[src/rtl/jar_pi_pkg.sv]
// Shared definitions for the pi-recitation checker and the pi digit display path.
// Holds the recitation state encoding and the first 256 hex digits of pi.
package jar_pi_pkg;

    localparam int PI_DIGITS = 256;
    localparam int PI_IDX_W  = 8;
    localparam int DIGIT_W   = 4;

    typedef enum logic [1:0] {
        READY = 2'd0,
        FAIL  = 2'd1,
        DONE  = 2'd2
    } pi_state_e;

    // Digit 0 (the integer 3) sits in the most significant nibble.
    localparam logic [4*PI_DIGITS-1:0] PI_HEX = {
        256'h3243F6A8_885A308D_313198A2_E0370734_4A409382_2299F31D_0082EFA9_8EC4E6C8,
        256'h9452821E_638D0137_7BE5466C_F34E90C6_CC0AC29B_7C97C50D_D3F84D5B_5B547091,
        256'h79216D5D_98979FB1_BD1310BA_698DFB5A_C2FFD72D_BD01ADFB_7B8E1AFE_D6A267E9,
        256'h6BA7C904_5F12C7F9_924A1994_7B3916CF_70801F2E_2858EFC1_6636920D_871574E6
    };

    // Nibble offset of digit idx is (255 - idx) * 4, i.e. {~idx, 2'b00}.
    function automatic logic [DIGIT_W-1:0] pi_digit(input logic [PI_IDX_W-1:0] idx);
        return PI_HEX[{~idx, 2'b00} +: DIGIT_W];
    endfunction

endpackage

[src/rtl/jar_pi_digit_rom.sv]
// Combinational pi digit table: 8-bit position in, 4-bit hex digit out.
module jar_pi_digit_rom
    import jar_pi_pkg::*;
(
    input  logic [PI_IDX_W-1:0] idx,
    output logic [DIGIT_W-1:0]  digit
);

    assign digit = pi_digit(idx);

endmodule

[src/rtl/jar_pi_recite.sv]
// Pi-recitation checker: synchronises switch/button inputs, compares keyed digits
// against the pi ROM and tracks the current and best streak.
module jar_pi_recite
    import jar_pi_pkg::*;
#(
    parameter int LOCKOUT = 255
) (
    input  logic       clk,
    input  logic       rst_n,
    input  logic [3:0] digit,
    input  logic       enter,
    input  logic       restart,
    output logic [3:0] disp,
    output logic [8:0] streak,
    output logic [8:0] best,
    output logic       ok,
    output logic       fail,
    output logic       done
);

    localparam int LOCK_W = (LOCKOUT < 2) ? 1 : $clog2(LOCKOUT + 1);

    logic [DIGIT_W-1:0]  digit_s1_r;
    logic [DIGIT_W-1:0]  digit_s2_r;
    logic                enter_s1_r;
    logic                enter_s2_r;
    logic                enter_prev_r;
    logic                enter_edge_r;
    logic                restart_s1_r;
    logic                restart_s2_r;
    logic                restart_prev_r;
    logic                restart_edge_r;
    logic [PI_IDX_W-1:0] pos_r;
    logic [LOCK_W-1:0]   lock_r;
    pi_state_e           state_r;
    logic [DIGIT_W-1:0]  rom_digit_s;
    logic [8:0]          next_streak_s;

    jar_pi_digit_rom u_rom (
        .idx   (pos_r),
        .digit (rom_digit_s)
    );

    assign next_streak_s = streak + 9'd1;

    // Two-flop synchronisers plus registered rising-edge detection of the buttons.
    always_ff @(posedge clk or negedge rst_n) begin
        if (!rst_n) begin
            digit_s1_r     <= 4'd0;
            digit_s2_r     <= 4'd0;
            enter_s1_r     <= 1'b0;
            enter_s2_r     <= 1'b0;
            enter_prev_r   <= 1'b0;
            enter_edge_r   <= 1'b0;
            restart_s1_r   <= 1'b0;
            restart_s2_r   <= 1'b0;
            restart_prev_r <= 1'b0;
            restart_edge_r <= 1'b0;
        end else begin
            digit_s1_r     <= digit;
            digit_s2_r     <= digit_s1_r;
            enter_s1_r     <= enter;
            enter_s2_r     <= enter_s1_r;
            enter_prev_r   <= enter_s2_r;
            enter_edge_r   <= enter_s2_r & ~enter_prev_r;
            restart_s1_r   <= restart;
            restart_s2_r   <= restart_s1_r;
            restart_prev_r <= restart_s2_r;
            restart_edge_r <= restart_s2_r & ~restart_prev_r;
        end
    end

    // Recitation FSM with registered outputs; restart overrides any enter in the same cycle.
    always_ff @(posedge clk or negedge rst_n) begin
        if (!rst_n) begin
            state_r <= READY;
            pos_r   <= 8'd0;
            lock_r  <= '0;
            disp    <= 4'd0;
            streak  <= 9'd0;
            best    <= 9'd0;
            ok      <= 1'b0;
            fail    <= 1'b0;
            done    <= 1'b0;
        end else begin
            ok <= 1'b0;
            if (lock_r != '0) begin
                lock_r <= lock_r - LOCK_W'(1);
            end
            if (restart_edge_r) begin
                state_r <= READY;
                pos_r   <= 8'd0;
                lock_r  <= '0;
                disp    <= 4'd0;
                streak  <= 9'd0;
                fail    <= 1'b0;
                done    <= 1'b0;
            end else begin
                case (state_r)
                    READY: begin
                        if (enter_edge_r && (lock_r == '0)) begin
                            lock_r <= LOCK_W'(LOCKOUT);
                            if (digit_s2_r == rom_digit_s) begin
                                ok     <= 1'b1;
                                streak <= next_streak_s;
                                if (next_streak_s > best) begin
                                    best <= next_streak_s;
                                end
                                if (pos_r == 8'hFF) begin
                                    state_r <= DONE;
                                    done    <= 1'b1;
                                    disp    <= 4'hF;
                                end else begin
                                    pos_r <= pos_r + 8'd1;
                                    disp  <= digit_s2_r;
                                end
                            end else begin
                                state_r <= FAIL;
                                fail    <= 1'b1;
                                disp    <= rom_digit_s;
                            end
                        end
                    end
                    FAIL, DONE: begin
                    end
                    default: begin
                        state_r <= READY;
                        fail    <= 1'b0;
                        done    <= 1'b0;
                    end
                endcase
            end
        end
    end

endmodule

[config.mk]
export PLATFORM = sky130hd
export DESIGN_NAME = jar_pi_recite
export DESIGN_NICKNAME = d
export VERILOG_FILES = /design/src/rtl/jar_pi_pkg.sv /design/src/rtl/jar_pi_digit_rom.sv /design/src/rtl/jar_pi_recite.sv
export SDC_FILE = /design/constraint.sdc
export NUM_CORES = 1
export LEC_CHECK = 0
export ABC_AREA = 1
export BUFFER_PORTS_ARGS = -buffer_cell sky130_fd_sc_hd__clkbuf_2
export CAP_MARGIN = 25
export CORE_MARGIN = 3
export CORE_UTILIZATION = 40
export CTS_BUF_LIST = sky130_fd_sc_hd__clkbuf_8
export CTS_CLUSTER_DIAMETER = 60
export DETAILED_ROUTE_END_ITERATION = 10
export SETUP_SLACK_MARGIN = 0.05
export SYNTH_ARGS = -nofsm -noshare
export SYNTH_HDL_FRONTEND = slang
export SYNTH_HIERARCHICAL = 1
export SYNTH_SLANG_ARGS = --single-unit
[constraint.sdc]
create_clock -name clk -period 2.9 [get_ports clk]
set_clock_uncertainty 0.15 [all_clocks]
set_input_delay 0.29 -clock clk [delete_from_list [all_inputs] [get_ports clk]]
set_output_delay 0.29 -clock clk [all_outputs]
set_load 0.05 [all_outputs]
Yosys cells after proc, flatten, opt, wreduce, memory -nomap -nowiden
Index checks and enable logic that the tools add are counted.
{"block": "totals", "ff_bits": 59}
{"block": "classes", "add_sub_neg": 3, "magnitude_cmp": 1, "eq_ne": 11, "shift": 1, "mux": 36, "n_bitwise": 6, "reduce_logical": 15}
{"operator": "variable part select 1024 x 11 -> 4 bit (first input constant)", "n": 1}
{"operator": "2-to-1 mux 8 bit", "n": 9}
{"operator": "2-to-1 mux 9 bit", "n": 4}
{"operator": "2-to-1 mux 4 bit", "n": 5}
{"operator": "inequality test 3 bit (second input constant)", "n": 4}
{"operator": "2-to-1 mux 1 bit", "n": 11}
{"operator": "adder 9 x 1 -> 9 bit (second input constant)", "n": 1}
{"operator": "> comparator 9 bit", "n": 1}
{"operator": "AND reduction 3 bit", "n": 3}
{"operator": "adder 8 x 1 -> 8 bit (second input constant)", "n": 1}
{"operator": "equality test 8 bit (second input constant)", "n": 1}
{"operator": "zero test 8 bit", "n": 1}
{"operator": "2-to-1 mux 2 bit", "n": 4}
{"operator": "inverter 8 bit", "n": 1}
{"operator": "AND reduction 4 bit", "n": 2}
{"operator": "nonzero test 8 bit", "n": 1}
{"operator": "subtractor 8 x 1 -> 8 bit (second input constant)", "n": 1}
{"operator": "nonzero test 2 bit", "n": 3}
{"operator": "AND reduction 5 bit", "n": 1}
{"operator": "equality test 4 bit", "n": 1}
{"operator": "inequality test 2 bit (second input constant)", "n": 2}
{"operator": "inequality test 4 bit (second input constant)", "n": 1}
{"operator": "case mux 1 bit (2 select lines)", "n": 2}
{"operator": "case mux 2 bit (2 select lines)", "n": 1}
{"operator": "other kinds (8)", "n": 11}

Logic depth before layout (Yosys ltp)
Gate-level depths: netlist of the first run.
{"block": "depth", "word_depth": 7, "ltp_mapped": 23, "depth_no_buf": 23}

By module
Netlist of the first run, hierarchy kept.
{"mod": "jar_pi_recite", "instances": 1, "cells_each": 394, "area_each_um2": 3200.6}
{"mod": "jar_pi_digit_rom", "instances": 1, "cells_each": 382, "area_each_um2": 1904.3}

Worst setup path after synthesis of the first run
Ideal clock, no wire load.
{"block": "synth_path", "path_kind": "register to register", "startpoint": "register pos_r[1]", "endpoint": "register pos_r[1]", "t_arrival_ps": 2811, "path_slack_ps": -179, "path_stages_with_launch": 21, "path_buffers": 0, "path_cell_list": "dfrtp_1 > inv_1 > ha_1 > inv_1 > nand2_1 > o21ai_0 > nand2_1 > nand3_1 > nand3_1 > nand2_1 > nand2_1 > nand2_1 > inv_1 > nand2_1 > nand2_1 > nor2_4 > nand2_2 > a21oi_4 > nand2_2 > nand2_1 > nand2_1"}
{"block": "synth_between", "word_cells_on_any_way": 13, "classes_between": "add/sub: 1; eq/ne: 3; shift: 1; mux: 5; bitwise: 1; reduce/logical: 2"}
{"element": "start: declaration", "line": "jar_pi_recite.sv:33", "source": "logic [PI_IDX_W-1:0] pos_r;"}
{"element": "start signal: assignment", "line": "jar_pi_recite.sv:114", "source": "pos_r <= pos_r + 8'd1;"}
{"element": "inverter 8 bit", "line": "jar_pi_pkg.sv:25", "source": "return PI_HEX[{~idx, 2'b00} +: DIGIT_W];"}
{"element": "variable part select 1024 x 11 -> 4 bit", "line": "jar_pi_pkg.sv:25"}
{"element": "via rom_digit_s[2]", "line": "jar_pi_recite.sv:36", "source": "logic [DIGIT_W-1:0] rom_digit_s;"}
{"element": "equality test 4 bit", "line": "jar_pi_recite.sv:103", "source": "if (digit_s2_r == rom_digit_s) begin"}
{"element": "nonzero test 2 bit (no line)"}
{"element": "AND reduction 4 bit (no line)"}
The timed path passes the listed nets, and every way through them passes these cells. The select of a mux whose other input is x is not followed.
A chain may end at the register's enable or synchronous reset.

Worst setup path in the final report of the first run
{"block": "layout_path", "startpoint": "register pos_r[1]", "endpoint": "register best[4]"}
{"block": "layout_between", "elab_chain_cells": 4}
{"element": "inverter 8 bit", "line": "jar_pi_pkg.sv:25"}
{"element": "variable part select 1024 x 11 -> 4 bit", "line": "jar_pi_pkg.sv:25"}
{"element": "via rom_digit_s[3]", "line": "jar_pi_recite.sv:36"}
{"element": "equality test 4 bit", "line": "jar_pi_recite.sv:103"}
{"element": "AND reduction 5 bit (no line)"}
{"element": "end signal: assignment", "line": "jar_pi_recite.sv:107", "source": "best <= next_streak_s;"}
{"element": "end: declaration", "line": "jar_pi_recite.sv:15", "source": "output logic [8:0] best,"}
The timed path passes the listed nets, and every way through them passes these cells.

==> results of run 1 <==
-- worst min path at each step --
| stage | start | endpoint | slack [ps] | depth (start not counted) |
|---|---|---|---|---|
| floorplan | rst_n | best[0] | -160 | 0 |
| global placement | rst_n | disp[2] | 30 | 1 |
| detailed placement | rst_n | disp[2] | 40 | 1 |
| CTS | digit_s1_r[1] | digit_s2_r[1] | 200 | 0 |
| global route | digit_s1_r[1] | digit_s2_r[1] | 200 | 0 |
| finish | digit_s1_r[1] | digit_s2_r[1] | 200 | 0 |
-- state kept, by name (all words and copies together), names as in the netlist --
register,flops
enter_prev_r,1
done,1
enter_s1_r,1
fail,1
lock_r,8
ok,1
restart_s2_r,1
digit_s1_r,4
restart_edge_r,1
restart_s1_r,1
enter_s2_r,1
best,9
pos_r,8
enter_edge_r,1
restart_prev_r,1
streak,9
digit_s2_r,4
disp,4
state_r,2
-- synthesized netlist by cell type, drive strengths merged --
cell / instances
dfrtp: 59
a21oi: 24
xor2: 8
nand4: 17
a21o: 1
nand3: 155
buf: 24
ha: 27
nand3b: 3
or2: 1
nor3: 2
o211ai: 2
nand2: 292
a31oi: 5
inv: 85
o21ai: 17
xnor2: 1
nor2: 45
clkbuf: 6
o21bai: 2
-- area by class of cell --
class                      count  area (µm²)
inverter                      85       327.8
clock inverter                 7       82.58
timing repair buffer         108       799.5
multi-input combinational    603        3332
fill                        1251        5907
sequential                    59        1479
tap                          168       210.2
clock buffer                   9       123.9
-- placed cells by master, fill, tap and decap left out, types with 4 or more instances in the layout --
cell / netlist / routed
a21oi_1: 22 / 22
a31oi_1: 5 / 5
buf_4: 3 / 60
buf_6: 6 / 7
clkbuf_2: 0 / 32
clkbuf_8: 0 / 9
dfrtp_1: 59 / 57
dlygate4sd3_1: 0 / 7
ha_1: 27 / 22
inv_1: 78 / 68
inv_2: 6 / 14
inv_6: 0 / 5
nand2_1: 274 / 250
nand2_2: 11 / 28
nand2_4: 7 / 13
nand3_1: 147 / 136
nand3_2: 5 / 14
nand3_4: 3 / 6
nand4_1: 17 / 17
nor2_1: 37 / 36
nor2_4: 3 / 4
o21ai_0: 11 / 10
o21ai_1: 6 / 6
xor2_1: 8 / 8
-- per-stage QoR --
step                      setup TNS (ps)  hold WS (ps)  cells
final                             -684.4         199.7   1039
after global routing               -5517         199.1   1039
after CTS                              0         199.6   1037
after detailed placement           -2129         40.37   1006
after global placement             -2457         34.42   1006
after floorplan                        0        -155.6    776
-- critical path, cell delays in order (launching register included) --
cell	delay, ps
dfrtp_2	390
clkinvlp_4	160
ha_4	350
inv_4	50
buf_12	130
nand2_8	70
nand3_2	60
nand2_1	60
nand2_1	70
nand2_1	80
nand2_1	60
nand3_1	80
nand3_1	90
nand2_2	110
inv_2	40
nand2_2	50
nand2_2	70
nor2_4	160
nand3_4	120
nor2_8	230
nand3_4	150
nand2_1	90
nand2_1	50
-- routing by layer --
layer | vias to the layer above | track usage, % | wire length (µm)
met5 | - | 0 | 0
met1 | 2574 | 27.52 | 6517
met2 | 217 | 39.82 | 7861
li1 | 2690 | - | -
met4 | 0 | 15.50 | 990
met3 | 78 | 4.226 | 982
-- kinds of logic (layout without fill, tap and decap cells) --
kind of cell / Yosys count / count (layout) / share of synthesized area [%]
simple gates: 515 / 516 / 46.84
buf+inv: 115 / 209 / 10.42
flops: 59 / 59 / 28.92
compound gates: 51 / 51 / 5.662
fa+ha+maj: 27 / 27 / 6.618
xor+xnor: 9 / 9 / 1.544
-- what timing repair did --
item	CTS	global route
resized for setup	42	19
pin swaps	17	11
hold endpoints to repair	15	0
endpoints found under the setup margin	35	35
cloned	2	0
hold buffers	7	0
buffers inserted	6	2
-- power groups by stage --
stage	Sequential, µW	Combinational [µW]	Clock [µW]
floorplan	1070	510	0
global placement	991	737	0
detailed placement	995	752	0
CTS	981	773	799
global route	994	877	843
finish	981	774	784
==> metrics.md, run 1 <==
| Metric | Value |
|---|---|
| Layout Nets | `901` |
| Gr usage total | `23.64%` |
| Final instance area | `6355 µm²` |
| Library cells used by synthesis | `37` |
| Crit Reg-Reg Endpoint | `best[4]` |
| Starting Density | `41.63%` |
| Synth Register Bits | `59` |
| Peak supply drop | `0.5131 mV` |
| Fin. Hold Viols | `0` |
| Largest cells by area after synthesis | `dfrtp_1, nand2_1, nand3_1, ha_1, inv_1` |
| Max Freq | `334.5 MHz` |
| Post-synthesis area per instance | `6.578 µm²` |
| Share of cells above drive strength 1 | `24.80%` |
| Worst Setup EP | `best[4]` |
| Slew of the pin with the lowest slew margin | `384.8 ps` |
| Port bufs | `32` |
| Post-DR vias/cell | `5.350` |
| Die width | `119.0 µm` |
| First-pass GRT wire length | `27.30 mm` |
| First DRT Iteration DRCs | `451` |
| Root cell of the clock tree | `clkbuf_8` |
| Design Power | `2539 µW` |
| Synth top area share | `28.92%` |
| Fin crit period | `2990 ps` |
| CTS Buf Count | `9` |
| Pre-antenna DRT Iters | `5` |
| Initial antenna violation count | `0` |
| GRT overflow | `0` |
| Vias in the first global route | `5,579` |
| Post-DP HPWL | `12.14 mm` |
| Final-report max-slew violation count | `0` |
| CTS Sinks | `59` |
| Register area share after synthesis | `28.92%` |
| Pwr dens | `399.6 nW/µm²` |
| Pre-CTS WS | `-153.5 ps` |
| Final Setup Violations | `16` |
| Syn Std Cell Area | `5105 µm²` |
| Setup crit start | `pos_r[1]` |
| Static Leak | `0.003383 µW` |
| Switching Share | `37.27%` |
| CP Max Fanout | `8` |
| Clock Pin Slew Worst Setup and Hold Paths | `70 ps` |
| Vias | `5,559` |
| Gp weighted congestion | `1.023` |
| Final antenna diode count | `0` |
| DIE AREA | `14,150 µm²` |
| Max_slew headroom | `74.32%` |
| WL final | `16.35 mm` |
| Syn nets | `811` |
| Reg2reg setup slack | `-90 ps` |
| Setup CP Type | `register to register` |
| Final worst slack | `-89.81 ps` |
| Req. time, crit path | `2990 ps` |
| Max Root-Sink Buffers | `2` |
| Fin util | `51.83%` |
| Power share of the clock group | `30.9%` |
| Crit. End Element | `register` |
| Ys Warns | `6` |
| Layout area overhead | `24.49%` |
| Placement-stage cell area | `5797 µm²` |
| Critical path arrival | `3080 ps` |
| Synth Instances | `776` |
| Int Power | `1593 µW` |
| Combinational Power Share | `30.5%` |
| Violated checks | `setup timing` |
| Startpoint Class | `register` |
| Reg power frac | `38.6%` |
| Core footprint | `12,260 µm²` |
| Status | `finished with violations` |
| RSZ-0062 raised after global routing | `yes` |
| HP Class | `register to register` |
| Psw | `946.3 µW` |
| DRC | `0` |
| Row Count | `40` |
| Worst R2R Start | `pos_r[1]` |
| Clk Latency, worst-skew pair | `350 ps` |
| Largest net degree at the start of global routing | `39` |
| Period utilisation layout | `103.1%` |
| Antenna Violating Nets Remaining | `0` |
| WL per Instance | `15.74 µm` |
| Ports | `33` |
| Worst reg2reg path depth | `22` |
| Post-synth top area cell | `dfrtp_1` |
| H-tree depth | `3` |
| Die height | `119.0 µm` |
| Number of max-cap violations | `0` |
| TritonCTS clock tree | `done` |
Power figures use the tool's default switching activity.
==> inputs of run 2 (changes only) <==
--- a/config.mk
+++ b/config.mk
@@ -14,6 +14,7 @@
 export CTS_CLUSTER_DIAMETER = 60
 export DETAILED_ROUTE_END_ITERATION = 10
 export SETUP_SLACK_MARGIN = 0.05
+export SKIP_CTS_REPAIR_TIMING = 1
 export SYNTH_ARGS = -nofsm -noshare
 export SYNTH_HDL_FRONTEND = slang
 export SYNTH_HIERARCHICAL = 1
==> run 2 against run 1 <==
  * The run still ends with setup timing left
  * Worst hold slack worse by 3.9 ps
  * Die area stayed put
  * First-iteration DRC count increased by 0.89%
  * Clock power barely moved
  * Critical path type unchanged
  * Highest routed layer unchanged
==> metrics.md, run 2 (synthesis results as in run 1) <==
| Metric | Value |
|---|---|
| First-pass GRT wire length | `26.71 mm` |
| DRC | `0` |
| Startpoint Class | `register` |
| RSZ-0062 raised after global routing | `yes` |
| Worst path top cell family by delay | `simple AND/OR/NAND/NOR gates` |
| Req. time, crit path | `2980 ps` |
| GRT met2 Usage | `39.18%` |
| Clk Latency, worst-skew pair | `350 ps` |
| Gr usage total | `23.13%` |
| Fin crit period | `2949 ps` |
| Antenna Violating Nets Remaining | `0` |
| Peak supply drop | `0.5159 mV` |
| GRT busiest layer | `met2` |
| Worst path cell trace | `inv_2, buf_4, ha_1, inv_2, nand2_4, nand2_1, nand2_1, nand2_1, inv_1, nand2_1, nand2_1, nand3_1, nand3_1, nand2_2, inv_2, nand2_2, nand2_2, nor2_4, nand3_4, nor2_8, nand3_4, nand2_2, nand2_2` |
| Setup TNS | `-192.2 ps` |
| Max Freq | `339.2 MHz` |
| Violated checks | `setup timing` |
| Vias | `5,611` |
| Port bufs | `32` |
| Static Leak | `0.003392 µW` |
| WL per Instance | `15.89 µm` |
| CTS Buf Count | `9` |
| Gp weighted congestion | `1.023` |
| Design Power | `2549 µW` |
| Final Setup Violations | `7` |
| Core footprint | `12,260 µm²` |
| First DRT Iteration DRCs | `455` |
| Largest registers | `best x9, streak x9` |
| Slew of the pin with the lowest slew margin | `380.4 ps` |
| Ports | `33` |
| Most frequent cells in the layout | `nand2_1, nand3_1, inv_1, buf_4, dfrtp_1` |
| Period utilisation layout | `101.7%` |
| Routing usage on met1 | `27.19%` |
| Final worst slack | `-48.54 ps` |
| Crit. End Element | `register` |
| WL final | `16.50 mm` |
| Hold_ws | `195.8 ps` |
| Status | `finished with violations` |
| TritonCTS clock tree | `done` |
| Share of cells above drive strength 1 | `26.55%` |
| GRT overflow | `0` |
| CP Max Fanout | `8` |
| HP Class | `register to register` |
| Initial antenna violation count | `0` |
| H-tree depth | `3` |
| Int Power | `1594 µW` |
| Critical path arrival | `3030 ps` |
| Die width | `119.0 µm` |
| WP depth | `23` |
| Final-report max-slew violation count | `0` |
| Max Root-Sink Buffers | `2` |
| Slowest-stage cell, CP | `dfrtp_2` |
| Setup CP Type | `register to register` |
| Combinational Power Share | `30.6%` |
| Vias in the first global route | `5,403` |
| Pwr dens | `397.5 nW/µm²` |
| Row Count | `40` |
| Root cell of the clock tree | `clkbuf_8` |
| Post-DP HPWL | `12.14 mm` |
| Pre-antenna DRT Iters | `5` |
| Layout area overhead | `25.64%` |
| WP buf/inv | `5` |
| Layout Nets | `900` |
| Reg power frac | `38.5%` |
| Starting Density | `41.63%` |
| DIE AREA | `14,150 µm²` |
| Worst reg2reg path depth | `23` |
| CP peak stage delay | `380 ps` |
| Power share of the clock group | `30.9%` |
| Commonest non-fill, non-tap cell in the layout | `nand2_1` |
| Grt met3 use | `4.368%` |
| Number of max-cap violations | `0` |
| Psw | `955.7 µW` |
| Final antenna diode count | `0` |
| Die height | `119.0 µm` |
| Largest net degree at the start of global routing | `39` |
| Clock Pin Slew Worst Setup and Hold Paths | `80 ps` |
| Switching Share | `37.49%` |
| CTS Sinks | `59` |
| Worst Hold Depth | `0` |
| Post-DR vias/cell | `5.406` |
| Fin util | `52.31%` |
| Max_slew headroom | `74.61%` |
| Fin. Hold Viols | `0` |
==> run 2: routing by layer <==
layer / vias up / wire length (µm)
li1: 2682 / -
met1: 2611 / 6561
met2: 247 / 7936
met3: 71 / 1089
met4: 0 / 908
met5: - / 0
==> run 2: worst paths after layout <==
kind / slack, ps / from / to
max reg2reg: -50 / pos_r[0] / best[5]
max: -50 / pos_r[0] / best[5]
max in group asynchronous: 1750 / rst_n / pos_r[1]
min reg2reg: 200 / digit_s1_r[1] / digit_s2_r[1]
min: 200 / digit_s1_r[1] / digit_s2_r[1]
min in group asynchronous: 220 / rst_n / disp[1]
==> run 2: power groups by stage <==
stage / sequential [µW] / clock [µW] / combinational, µW
finish: 982 / 787 / 780
detailed placement: 995 / 0 / 752
global placement: 991 / 0 / 737
floorplan: 1070 / 0 / 510
global route: 994 / 846 / 880
CTS: 980 / 799 / 756
==> run 2: final cells by class <==
cell class              instances  area [µm²]
fillers                      1238        5848
clock inverters                 7       82.58
well taps                     168       210.2
clock buffers                   9       123.9
inverters                      85       330.3
multi-input cells             603        3392
flip-flops and latches         59        1479
repair buffers                107       795.8
==> run 2: metrics by stage <==
stage                     setup WS [ps]  area, µm²  std cells
after floorplan                   37.31       5167        776
after global placement           -153.7       5797       1006
after detailed placement         -153.5       5797       1006
after CTS                        -169.2       6003       1022
after global routing             -214.0       6414       1038
final                            -48.54       6414       1038
